==> src/rtl/button_pattern_gen_if.sv <==
// Bus bundle for the serial pattern generator: request side (en/start/stop/pattern/len)
// driven by the master, serial line and status (y/busy/done) driven by the generator.
// No handshake beyond start/done; the master must respect busy.
interface button_pattern_gen_if #(
  parameter int WIDTH = 8,
  parameter int LEN_W = $clog2(WIDTH + 1)
);
  logic             en;
  logic             start;
  logic             stop;
  logic [WIDTH-1:0] pattern;
  logic [LEN_W-1:0] len;
  logic             y;
  logic             busy;
  logic             done;

  modport master (
    output en, start, stop, pattern, len,
    input  y, busy, done
  );

  modport slave (
    input  en, start, stop, pattern, len,
    output y, busy, done
  );
endinterface

==> src/rtl/button_pattern_gen.sv <==
// Serial bit-pattern generator: sends len bits of pattern MSB-first on y, one per en, then GAP low periods, then done.
// Latency: first bit on y two cycles after start with en tied high; done at len+GAP+2.
// Backpressure: start is only accepted in IDLE; requests while busy or in DONE are dropped, stop aborts.
module button_pattern_gen #(
  parameter int WIDTH = 8,
  parameter int GAP   = 2,
  parameter int LEN_W = $clog2(WIDTH + 1)
) (
  input  logic                 clk,
  input  logic                 reset,
  button_pattern_gen_if.slave  bus
);

  localparam int IW = $clog2(WIDTH);
  localparam int GW = (GAP > 0) ? $clog2(GAP + 1) : 1;
  localparam logic [GW-1:0]    GCNT_INIT = GW'(GAP);
  localparam logic [LEN_W-1:0] LEN_MAX   = LEN_W'(WIDTH);

  typedef enum logic [1:0] {
    IDLE = 2'd0,
    SEND = 2'd1,
    GAPS = 2'd2,
    DONE = 2'd3
  } state_t;

  state_t           state;
  logic [WIDTH-1:0] pattern_q;
  logic [IW-1:0]    idx;
  logic [GW-1:0]    gcnt;
  logic             y_q;
  logic [LEN_W-1:0] len_c;

  // Oversized lengths are clamped so idx can never point outside the pattern.
  always_comb begin
    len_c = bus.len;
    if (bus.len > LEN_MAX) begin
      len_c = LEN_MAX;
    end
  end

  // Frame sequencer: state, captured pattern, bit index, gap counter and the registered serial line.
  always_ff @(posedge clk) begin
    if (reset) begin
      state     <= IDLE;
      pattern_q <= '0;
      idx       <= '0;
      gcnt      <= '0;
      y_q       <= 1'b0;
    end else begin
      case (state)
        IDLE: begin
          y_q <= 1'b0;
          // stop in the same cycle as start drops the request
          if (bus.start && !bus.stop) begin
            pattern_q <= bus.pattern;
            if (len_c == '0) begin
              state <= DONE;
            end else begin
              idx   <= IW'(len_c - LEN_W'(1));
              state <= SEND;
            end
          end
        end
        SEND: begin
          if (bus.stop) begin
            y_q   <= 1'b0;
            state <= IDLE;
          end else if (bus.en) begin
            y_q <= pattern_q[idx];
            if (idx == '0) begin
              gcnt  <= GCNT_INIT;
              state <= GAPS;
            end else begin
              idx <= idx - 1'b1;
            end
          end
        end
        GAPS: begin
          if (bus.stop) begin
            y_q   <= 1'b0;
            state <= IDLE;
          end else if (bus.en) begin
            // the first tick here ends the last bit's period, so GAP+1 ticks give GAP low periods
            y_q <= 1'b0;
            if (gcnt == '0) begin
              state <= DONE;
            end else begin
              gcnt <= gcnt - 1'b1;
            end
          end
        end
        DONE: begin
          y_q   <= 1'b0;
          state <= IDLE;
        end
        default: begin
          y_q   <= 1'b0;
          state <= IDLE;
        end
      endcase
    end
  end

  assign bus.y    = y_q;
  assign bus.busy = (state == SEND) || (state == GAPS);
  // done follows the DONE state, so it shows even if stop arrives that same cycle
  assign bus.done = (state == DONE);

endmodule

==> src/flat_wrapper.sv <==
// flat-port wrapper written by rule: the top's interface ports become plain ports
module button_pattern_gen_flat 
#(
  parameter int WIDTH = 8,
  parameter int GAP   = 2,
  parameter int LEN_W = $clog2(WIDTH + 1)
)
  (clk, reset, bus_en, bus_start, bus_stop, bus_pattern, bus_len, bus_y, bus_busy, bus_done);
  button_pattern_gen_if #(.WIDTH(WIDTH), .LEN_W(LEN_W)) bus_i ();
  input  logic clk;
  input  logic reset;
  input wire logic [$bits(bus_i.en)-1:0] bus_en;
  input wire logic [$bits(bus_i.start)-1:0] bus_start;
  input wire logic [$bits(bus_i.stop)-1:0] bus_stop;
  input wire logic [$bits(bus_i.pattern)-1:0] bus_pattern;
  input wire logic [$bits(bus_i.len)-1:0] bus_len;
  output wire logic [$bits(bus_i.y)-1:0] bus_y;
  output wire logic [$bits(bus_i.busy)-1:0] bus_busy;
  output wire logic [$bits(bus_i.done)-1:0] bus_done;
  assign bus_i.en = bus_en;
  assign bus_i.start = bus_start;
  assign bus_i.stop = bus_stop;
  assign bus_i.pattern = bus_pattern;
  assign bus_i.len = bus_len;
  assign bus_y = bus_i.y;
  assign bus_busy = bus_i.busy;
  assign bus_done = bus_i.done;
  button_pattern_gen #(.WIDTH(WIDTH), .GAP(GAP), .LEN_W(LEN_W)) u_core (.clk(clk), .reset(reset), .bus(bus_i));
endmodule
==> config.mk <==
export PLATFORM = sky130hd
export DESIGN_NAME = button_pattern_gen_flat
export DESIGN_NICKNAME = d
export VERILOG_FILES = /design/src/rtl/button_pattern_gen_if.sv /design/src/rtl/button_pattern_gen.sv /design/src/flat_wrapper.sv
export SDC_FILE = /design/constraint.sdc
export NUM_CORES = 1
export LEC_CHECK = 0
export ABC_AREA = 1
export BUFFER_PORTS_ARGS = -buffer_cell sky130_fd_sc_hd__buf_2
export CORE_MARGIN = 3
export CORE_UTILIZATION = 57
export DETAILED_ROUTE_END_ITERATION = 12
export MAX_ROUTING_LAYER = met4
export PLACE_DENSITY = 0.82
export SLEW_MARGIN = 20
export SYNTH_ARGS = -nofsm -noshare
export SYNTH_HDL_FRONTEND = slang
export SYNTH_SLANG_ARGS = --single-unit
==> constraint.sdc <==
create_clock -name clk -period 3.15 [get_ports clk]
set_input_delay 0.1575 -clock clk [delete_from_list [all_inputs] [get_ports clk]]
set_output_delay 0.1575 -clock clk [all_outputs]
set_load 0.005 [all_outputs]
# Yosys cells after proc, flatten, opt, wreduce, memory -nomap -nowiden
# Cells that the tools add are included.
word_totals:
  out_inout_bits: 3
  register_bits: 16
  inputBits: 17
  word_cells: 69
op_classes:
  n_eq_ne: 16
  reduce_logical: 15
  order_cmp: 2
  n_addsub: 3
  mux: 28
ops:
  columns: ["op", "n"]
  rows:
  - ["$mux W2", 12]
  - ["$mux W3", 5]
  - ["$ne A2 B2 Y1 const B", 7]
  - ["$pmux W2 S4", 1]
  - ["$reduce_and A7 Y1", 1]
  - ["$ne A3 B2 Y1 const B", 2]
  - ["$ne A3 B3 Y1 const B", 2]
  - ["$pmux W3 S2", 1]
  - ["$reduce_and A6 Y1", 1]
  - ["$sub A3 B1 Y3 const B", 2]
  - ["$mux W1", 5]
  - ["$reduce_and A5 Y1", 1]
  - ["$eq A2 B2 Y1 const B", 2]
  - ["$gt A4 B4 Y1 const B", 1]
  - ["$logic_not A2 Y1", 2]
  - ["$logic_not A4 Y1", 1]
  - ["$lt A3 B4 Y1 const B", 1]
  - ["$mux W4", 1]
  - ["$ne A2 B1 Y1 const B", 2]
  - ["$pmux W2 S2", 1]
  - ["$reduce_and A2 Y1", 2]
  - ["$reduce_bool A2 Y1", 2]
  - ["$bmux W1 S3", 1]
  - ["$logic_not A3 Y1", 1]
  - ["7 further kinds", 7]

# Logic depth before layout (Yosys ltp)
# Gate-level depths: netlist (run 1).
depth:
  word_depth: 6
  ltp_mapped: 11

# Worst setup path after synthesis (run 1)
# Ideal clock, no wire load.
synth_path:
  kind: "register to register"
  start: "reg u_core.state[1]"
  end: "reg u_core.idx[2]"
  synth_period_minus_slack_ns: 1.619
  path_buffers: 1
  path_slack_ns: 1.531
  arrival_ns: 1.506
  stages_incl_launch_ff: 10
  setup_time_ns: 0.113
  required_time_ns: 3.037
  cell_sequence: "dfxtp_1 > inv_1 > ha_1 > buf_6 > o31ai_1 > inv_1 > ha_1 > xor2_1 > nor2_1 > nor2_1"
synth_between:
  elab_chain_len: 3
synth_lines:
  columns: ["element", "line", "rtl"]
  rows:
  - ["start: declaration", "button_pattern_gen.sv:26", "state_t state;"]
  - ["start signal: assignment", "button_pattern_gen.sv:44", "state <= IDLE;"]
  - ["start signal: assignment", "button_pattern_gen.sv:57", "state <= DONE;"]
  - ["start signal: assignment", "button_pattern_gen.sv:60", "state <= SEND;"]
  - ["$eq A2 B1 Y1 or $logic_not A2 Y1 (tied branches)", "button_pattern_gen.sv:50", "case (state)"]
  - ["$ne A2 B2 Y1 (no source line) (tied with other cells)", null, null]
  - ["$reduce_and A6 Y1 (no source line)", null, null]
  - ["end signal: assignment", "button_pattern_gen.sv:59", "idx <= IW'(len_c - LEN_W'(1));"]
  - ["end signal: assignment", "button_pattern_gen.sv:74", "idx <= idx - 1'b1;"]
  - ["end: declaration", "button_pattern_gen.sv:28", "logic [IW-1:0] idx;"]
# Parallel ways exist; a longest one is shown, timed or not.
# A chain may end at the register's enable or synchronous reset.

# Worst setup path after layout (run 1)
layout_path:
  start: "reg u_core.state[1]"
  end: "reg u_core.idx[1]"
# The elaborated chain is that of the path after synthesis.

==> results of run 1 <==
-- registers in the layout, summed over array words and instances (netlist names) --
signal,cells
u_core.bus.y,1
u_core.gcnt,2
u_core.idx,3
u_core.pattern_q,8
u_core.state,2
-- stage by stage --
step / setup slack (ps) / util [%]
2_1_floorplan: 1530 / -
3_5_place_dp: 1350 / 69.7
6_report: 1290 / 72.0
5_1_grt: 1140 / 72.0
4_1_cts: 1310 / 72.0
3_3_place_gp: 1430 / 69.7
-- power by group --
group	leakage [µW]	internal (µW)	total [µW]	switching, µW
logic	0.000412	186	501	316
registers	0.000131	258	311	53.2
clock network	0.0000210	70.4	141	70.4
-- logic make-up after synthesis --
group                    after synthesis
AO/OA/AOI/OAI                         28
buffers and inverters                 32
AND/OR/NAND/NOR                       70
flip-flops                            16
XOR/XNOR                               1
adder cells (fa/ha/maj)                6
-- cell usage in the layout, fill, tap and decap left out, drive strengths merged --
cell type / count
ha: 6
nand4: 2
o22ai: 1
nor2: 13
nand2: 40
a21oi: 14
o31ai: 1
a22oi: 1
dfxtp: 16
clkbuf: 4
xor2: 1
o21ai: 11
buf: 19
nor3: 1
nand3: 14
inv: 29
-- area by class of cell --
| class | count | share of cell area [%] |
|---|---|---|
| repair buffers | 19 | 8.29 |
| clock buffers | 4 | 3.16 |
| inverters | 29 | 9.49 |
| multi-input cells | 105 | 48.5 |
| well taps | 24 | 2.62 |
| flip-flops and latches | 16 | 27.9 |
-- per-layer routing --
layer	up-vias	global-route usage, %
met5	-	-
met4	0	9.14
met3	8	4.80
met2	20	35.7
met1	457	26.8
li1	527	-
-- critical path: stages, from the launching register on --
cell and delay, ps:
dfxtp_1 370, inv_1 80, ha_1 340, o31ai_1 350, inv_1 80, ha_1 290
inv_1 50, nand3_1 70, a21oi_1 150
-- synthesized netlist by cell type (2+ instances only) --
cell | instances | area (µm²)
inv_2 | 4 | 15.0
o21ai_0 | 9 | 45.0
a21oi_1 | 14 | 70.1
inv_1 | 25 | 93.8
ha_1 | 6 | 75.1
nor2_2 | 3 | 18.8
buf_4 | 2 | 15.0
nand2_1 | 36 | 135
nor2_1 | 9 | 33.8
dfxtp_1 | 16 | 320
nand2_2 | 4 | 25.0
nand3_1 | 13 | 65.1
-- worst max path at each step --
stage | to | cells past startpoint | start
after floorplan | u_core.idx[2] | 9 | u_core.state[1]
after global placement | u_core.idx[1] | 8 | u_core.state[1]
after detailed placement | u_core.idx[1] | 8 | u_core.state[1]
after CTS | u_core.idx[1] | 8 | u_core.state[1]
after global routing | u_core.idx[1] | 8 | u_core.state[1]
final | u_core.idx[1] | 8 | u_core.state[1]
==> results.yml, run 1 <==
power:
  peakVddDrop_v: 0.000546
  total_power_uw: 954
  p_leak_uw: 0.000564
  power.density_mw_per_mm2: 831
sta:
  maxClockFrequency_mhz: 538
  post-route-period-util_pct: 59.0
  worstMarginPinSlew_ps: 522
  final-hold-violation-count: 0
  fin_worst_skew_ps: 13.2
  holdWs_ps: 60.3
  fin_crit_ps: 1860
  fin_setup_tns_ps: 0
  rsz0062_at_grt: "no"
  report.final.slew_viol_count: 0
  setup_viol: 0
  slew_headroom_pct: 65.1
logic_synthesis:
  synth_top_family_by_area: "simple AND/OR/NAND/NOR gates"
  synth.ff_latch_count: 16
  yosys_warnings: 0
  yosysUniqueCellTypes: 24
  synthFlopType: "dfxtp_1"
  muxShareOfSynthArea_pct: 0
  yosysSeqAreaShare_pct: 31.6
  syn_inst: 153
  synthSimpleGateAreaFrac_pct: 31.9
  synth-compound-area-share_pct: 14.8
  syn_area_mm2: 0.00101
  syn_nets: 176
  synth_xor_xnor_area_share_pct: 0.865
  synth_edf_count: 0
  syn_avg_cell_area_um2: 6.62
  synthAdderAreaFrac_pct: 7.42
  async_flop_share_pct: 0
hold_path:
  whs_endpoint: "u_core.gcnt[0]"
  min_path_cells: 2
  holdCritPathClass: "in -> reg"
  worstHoldStart: "reset"
clocking:
  clk_latency_ps: 300
  cts_resized: 0
  h-tree-depth: 1
  cts_inserted_buffers: 3
  hold_buffers: 0
  path_clk_slew_ps: 110
  cts_tree: "done"
  clkSinkCount: 16
  cts-root-buf: "clkbuf_4"
  cts_max_path_buffers: 2
  post_cts_buffers: 0
grt:
  grt_pass1_vias: 884
  grt_antenna_before_repair: 0
  grt_max_degree: 17
  grt_first_pass_wirelength_um: 3550
  grt_overflow: 0
  grtUsageTotal_pct: 22.3
floorplan:
  die_h_um: 48.1
  die_area_mm2: 0.00232
  ios: 20
  core_mm2: 0.00159
  die_w_um: 48.1
  initial_core_util_pct: 63.5
  std_cell_rows: 14
setup_path:
  required_ps: 3370
  worstReg2RegEnd: "u_core.idx[1]"
  cp_max_fo: 9
  reg2reg_slack_ps: 1290
  crit_path_end_kind: "register"
  r2r_cells: 8
  criticalPathCategory: "reg -> reg"
  worstReg2RegStart: "u_core.state[1]"
  crit_arrival_ps: 2080
  cp-start-kind: "register"
final_layout:
  register_area_um2: 320
  nFillCells: 146
  diodes: 0
  final_net_count: 197
  postLayoutCellArea_mm2: 0.00115
  fin_cells: 197
  area_growth_pct: 13.3
  multi_input_area_um2: 557
  layout-drive-gt1-share_pct: 22.0
placement:
  dp_hpwl_um: 1690
  dp.cells: 193
  detailed_place.area_mm2: 0.00111
  gp_congestion: 0.811
  io_buffers: 19
detailed_routing:
  firstDrtPassIters: 4
  met1_length_um: 971
  drt-initial-drc-count: 23
  wl_met3_um: 67
  drc: 0
  postRouteWirelength_um: 2090
  met2_length_um: 1010
  viasPerCell: 5.14
  vias: 1012
  wl_per_cell_um: 10.6
  top_layer: "met4"
  antenna_left: 0
job:
  drv_cap: 0
run_status:
  outcome: "completed"
No activity file was read; power rests on OpenSTA's default activity.
==> run 2, diff against run 1 <==
Settings changed: CORE_UTILIZATION 57 to 53, PLACE_DENSITY 0.82 to 0.77.
Clock period 3.15 ns to 1.8 ns, I/O delays scaled along.
==> run 2 against run 1 <==
Against the previous run:
- count of clock-buffer cells in the layout stayed put
- die area up 6.6%
- cell area grew 2.1%
- sequential share of layout area is 0.57 points lower
- combinational power rose by 81%
- largest cell class unchanged
- largest power group unchanged
- highest routed layer unchanged
==> results.yml, run 2 (synthesized netlist as in run 1, its figures left out) <==
grt:
  grt_first_pass_wirelength_um: 3760
  grt_max_degree: 17
  grt_antenna_before_repair: 0
  grtUsageTotal_pct: 19.8
  grt_pass1_vias: 907
  grt_overflow: 0
detailed_routing:
  firstDrtPassIters: 4
  vias: 971
  wl_per_cell_um: 10.8
  drc: 0
  viasPerCell: 4.86
  drt-initial-drc-count: 20
  postRouteWirelength_um: 2150
  antenna_left: 0
setup_path:
  crit_arrival_ps: 1890
  cp_max_fo: 6
  crit_path_end_kind: "register"
  slowest_delay_ps: 370
  criticalPathCategory: "reg -> reg"
  required_ps: 2020
  reg2reg_slack_ps: 130
  cp-start-kind: "register"
  cp_slowest_cell: "dfxtp_1"
  worstPathCellList: "inv_1 > ha_2 > o31ai_2 > inv_1 > ha_1 > inv_1 > nand3_1 > a21oi_1"
  path_common_cell: "inv_1"
sta:
  final-hold-violation-count: 0
  setup_viol: 0
  fin_crit_ps: 1670
  fin_worst_skew_ps: 6.80
  report.final.slew_viol_count: 0
  post-route-period-util_pct: 92.7
  slew_headroom_pct: 80.1
  worstMarginPinSlew_ps: 298
  maxClockFrequency_mhz: 599
  fin_setup_tns_ps: 0
  rsz0062_at_grt: "no"
hold_path:
  holdCritPathClass: "in -> reg"
clocking:
  cts_resized: 0
  clkSinkCount: 16
  post_cts_buffers: 0
  cts-root-buf: "clkbuf_4"
  hold_buffers: 0
  cts_inserted_buffers: 3
  clk_latency_ps: 280
  cts_tree: "done"
  path_clk_slew_ps: 90
  h-tree-depth: 1
  cts_max_path_buffers: 2
final_layout:
  layout_common_cells: "nand2_1 (36), inv_1 (25), buf_2 (19)"
  regMostFlops: "u_core.pattern_q"
  nFillCells: 187
  final_net_count: 199
  final_common_cell: "nand2_1"
  multi_input_area_um2: 564
  layout-drive-gt1-share_pct: 24.0
  largest_reg_flops: 8
  register_area_um2: 320
  diodes: 0
  area_growth_pct: 15.7
  final_core_util_pct: 66.4
  reg_top3: "u_core.pattern_q: 8 flops, u_core.idx: 3 flops"
floorplan:
  initial_core_util_pct: 57.4
  die_h_um: 49.7
  die_area_mm2: 0.00247
  std_cell_rows: 15
  core_mm2: 0.00176
  die_w_um: 49.7
  ios: 20
placement:
  dp_hpwl_um: 1690
  gp_congestion: 0.858
  io_buffers: 19
job:
  drv_cap: 0
power:
  p_leak_uw: 0.000574
  power.density_mw_per_mm2: 1440
  peakVddDrop_v: 0.000763
run_status:
  outcome: "completed"
run 2: final timing paths:
kind	start	end	depth (start not counted)
hold / removal	reset	u_core.bus.y	2
hold reg to reg	u_core.pattern_q[6]	u_core.pattern_q[6]	2
setup reg to reg	u_core.state[1]	u_core.idx[1]	8
setup / recovery	u_core.state[1]	u_core.idx[1]	8
run 2: stage by stage:
| step | setup WS [ps] | area [µm²] | hold slack [ps] | total power [µW] | std cells |
|---|---|---|---|---|---|
| after detailed placement | 70.7 | 1130 | 353 | 1440 | 196 |
| after floorplan | 181 | 1010 | 159 | 1250 | 153 |
| after global routing | 32.3 | 1170 | 40.1 | 1870 | 200 |
| after global placement | 145 | 1130 | 340 | 1420 | 196 |
| final | 131 | 1170 | 46.5 | 1690 | 200 |
| after CTS | 65.1 | 1160 | 34.1 | 1680 | 200 |
run 2: cell type report:
class	instances	area share (%)
flip-flops and latches	16	27.4
multi-input cells	105	48.2
inverters	29	9.29
clock buffers	4	3.10
repair buffers	21	9.40
well taps	25	2.67
run 2: critical path, delay by kind of cell (launching register included):
kind                       cells  cell delay [ps]
adders and majority gates      2              530
AOI/OAI and AO/OA              2              430
DFF                            1              370
buffers and inverters          3              220
and+or+nand+nor                1               70
run 2: metal layers:
metal | track usage, % | vias to the layer above | routed length [µm]
li1 | - | 527 | -
met1 | 24.2 | 421 | 1030
met2 | 32.6 | 21 | 1020
met3 | 5.44 | 2 | 92
met4 | 4.15 | 0 | 8
met5 | - | - | 0
run 2: power breakdown:
| part | internal (µW) | total [µW] | switching [µW] |
|---|---|---|---|
| registers | 452 | 548 | 96.2 |
| clock network | 123 | 234 | 111 |
| logic | 352 | 909 | 557 |
| total | 927 | 1690 | 764 |
==> run 3, diff against run 2 <==
Settings changed: CORE_MARGIN 3 to 1.
==> run 3 against run 2 <==
Against the previous run:
- clock power hardly changed
- wire length is 4.3% lower
- register-to-register slack better by 60 ps
- critical path depth stayed put
- non-clock buffer count stayed put
- clock skew is 3.1 ps lower
- sequential power hardly changed
- total power is 0.32% lower
- die area is 15% lower
- combinational power is 0.8% lower
- critical path type unchanged
- highest routed layer unchanged
==> results.yml, run 3 (synthesized netlist as in run 1, its figures left out) <==
run_status:
  outcome: "completed"
clocking:
  cts_resized: 0
  path_clk_slew_ps: 90
  clkSinkCount: 16
  cts_inserted_buffers: 3
  h-tree-depth: 1
  cts_max_path_buffers: 2
  cts-root-buf: "clkbuf_4"
  hold_buffers: 0
  post_cts_buffers: 0
  cts_tree: "done"
  clk_latency_ps: 280
power:
  pwr-share-clk_pct: 13.8
  total_power_uw: 1690
  p_int_uw: 927
  switching_share_pct: 45.0
  p_seq_share_pct: 32.7
  p_switching_uw: 759
  p_leak_uw: 0.000574
  power.density_mw_per_mm2: 1440
  combPwrFrac_pct: 53.5
  peakVddDrop_v: 0.000793
grt:
  grt_pass1_vias: 863
  grtUsageTotal_pct: 24.2
  grt_first_pass_wirelength_um: 3540
  grt_max_degree: 17
  grt_overflow: 0
  grt_antenna_before_repair: 0
floorplan:
  ios: 20
  std_cell_rows: 15
  die_h_um: 45.7
  die_area_mm2: 0.00209
  die_w_um: 45.7
  core_mm2: 0.00176
  initial_core_util_pct: 57.4
sta:
  report.final.slew_viol_count: 0
  fin_worst_skew_ps: 3.73
  post-route-period-util_pct: 89.3
  worstMarginPinSlew_ps: 301
  final-hold-violation-count: 0
  fin_setup_tns_ps: 0
  setup_viol: 0
  maxClockFrequency_mhz: 622
  slew_headroom_pct: 79.9
  rsz0062_at_grt: "no"
  fin_crit_ps: 1610
final_layout:
  final_core_util_pct: 66.4
  layout_common_cells: "nand2_1 (36), inv_1 (25), buf_2 (19)"
  area_growth_pct: 15.7
  regMostFlops: "u_core.pattern_q"
  final_net_count: 199
  reg_top3: "u_core.pattern_q: 8 flops, u_core.idx: 3 flops"
  layout-drive-gt1-share_pct: 24.0
  largest_reg_flops: 8
  final_common_cell: "nand2_1"
  diodes: 0
setup_path:
  r2r_cells: 8
  slowest_delay_ps: 370
  criticalPathCategory: "reg -> reg"
  cp-start-kind: "register"
  crit_end: "u_core.idx[1]"
  path_common_cell: "inv_1"
  crit_arrival_ps: 1830
  reg2reg_slack_ps: 190
  worstReg2RegEnd: "u_core.idx[1]"
  required_ps: 2020
  cp_slowest_cell: "dfxtp_1"
  worstPathCellList: "inv_1 > ha_2 > o31ai_2 > inv_1 > ha_1 > inv_1 > nand3_1 > a21oi_1"
  crit_start: "u_core.state[1]"
  crit_path_end_kind: "register"
  worstReg2RegStart: "u_core.state[1]"
  cp_max_fo: 6
placement:
  io_buffers: 19
  dp_hpwl_um: 1640
  gp_congestion: 0.879
detailed_routing:
  antenna_left: 0
  postRouteWirelength_um: 2060
  drc: 0
  wl_per_cell_um: 10.3
  drt-initial-drc-count: 20
  viasPerCell: 4.94
  vias: 988
  firstDrtPassIters: 5
job:
  drv_cap: 0
hold_path:
  holdCritPathClass: "in -> reg"
==> run 3: worst min path at each step <==
| stage | startpoint | endpoint | cells after the start | slack [ps] |
|---|---|---|---|---|
| after global routing | reset | u_core.idx[1] | 2 | 40 |
| after global placement | reset | u_core.bus.y | 2 | 340 |
| after floorplan | reset | u_core.bus.y | 1 | 160 |
| after CTS | reset | u_core.idx[1] | 2 | 30 |
| after detailed placement | reset | u_core.bus.y | 2 | 340 |
| final | reset | u_core.idx[1] | 2 | 40 |
==> run 3: power groups by stage <==
stage / combinational (µW) / sequential [µW] / clock, µW
global placement: 862 / 548 / 0
finish: 902 / 551 / 233
detailed placement: 892 / 554 / 0
global route: 1040 / 562 / 254
floorplan: 728 / 526 / 0
CTS: 897 / 548 / 242
==> run 3: critical path, delay by kind of cell (launching register included) <==
family,cells,cell delay [ps]
AOI/OAI and AO/OA,2,390
adders and majority gates,2,520
buffers and inverters,3,210
DFF,1,370
and+or+nand+nor,1,70
==> run 3: cell type report <==
class | count | area, µm²
clock buffer | 4 | 36.3
fill | 189 | 593
inverter | 29 | 109
multi-input combinational | 105 | 564
sequential | 16 | 320
tap | 25 | 31.3
timing repair buffer | 21 | 110
==> run 3: through the flow <==
stage                     instances  area, µm²  worst slack (ps)  hold slack [ps]
after global placement          196       1130               146              338
after global routing            200       1170              30.5             40.6
after CTS                       200       1160              61.4             29.9
final                           200       1170               193             38.7
after floorplan                 153       1010               181              159
after detailed placement        196       1130              70.6              343
==> run 3: layer usage <==
layer	GRT usage, %	vias to the layer above	wire length, µm
met5	-	-	0
li1	-	526	-
met4	6.47	0	10
met2	36.9	30	1010
met3	7.94	2	134
met1	30.6	430	905
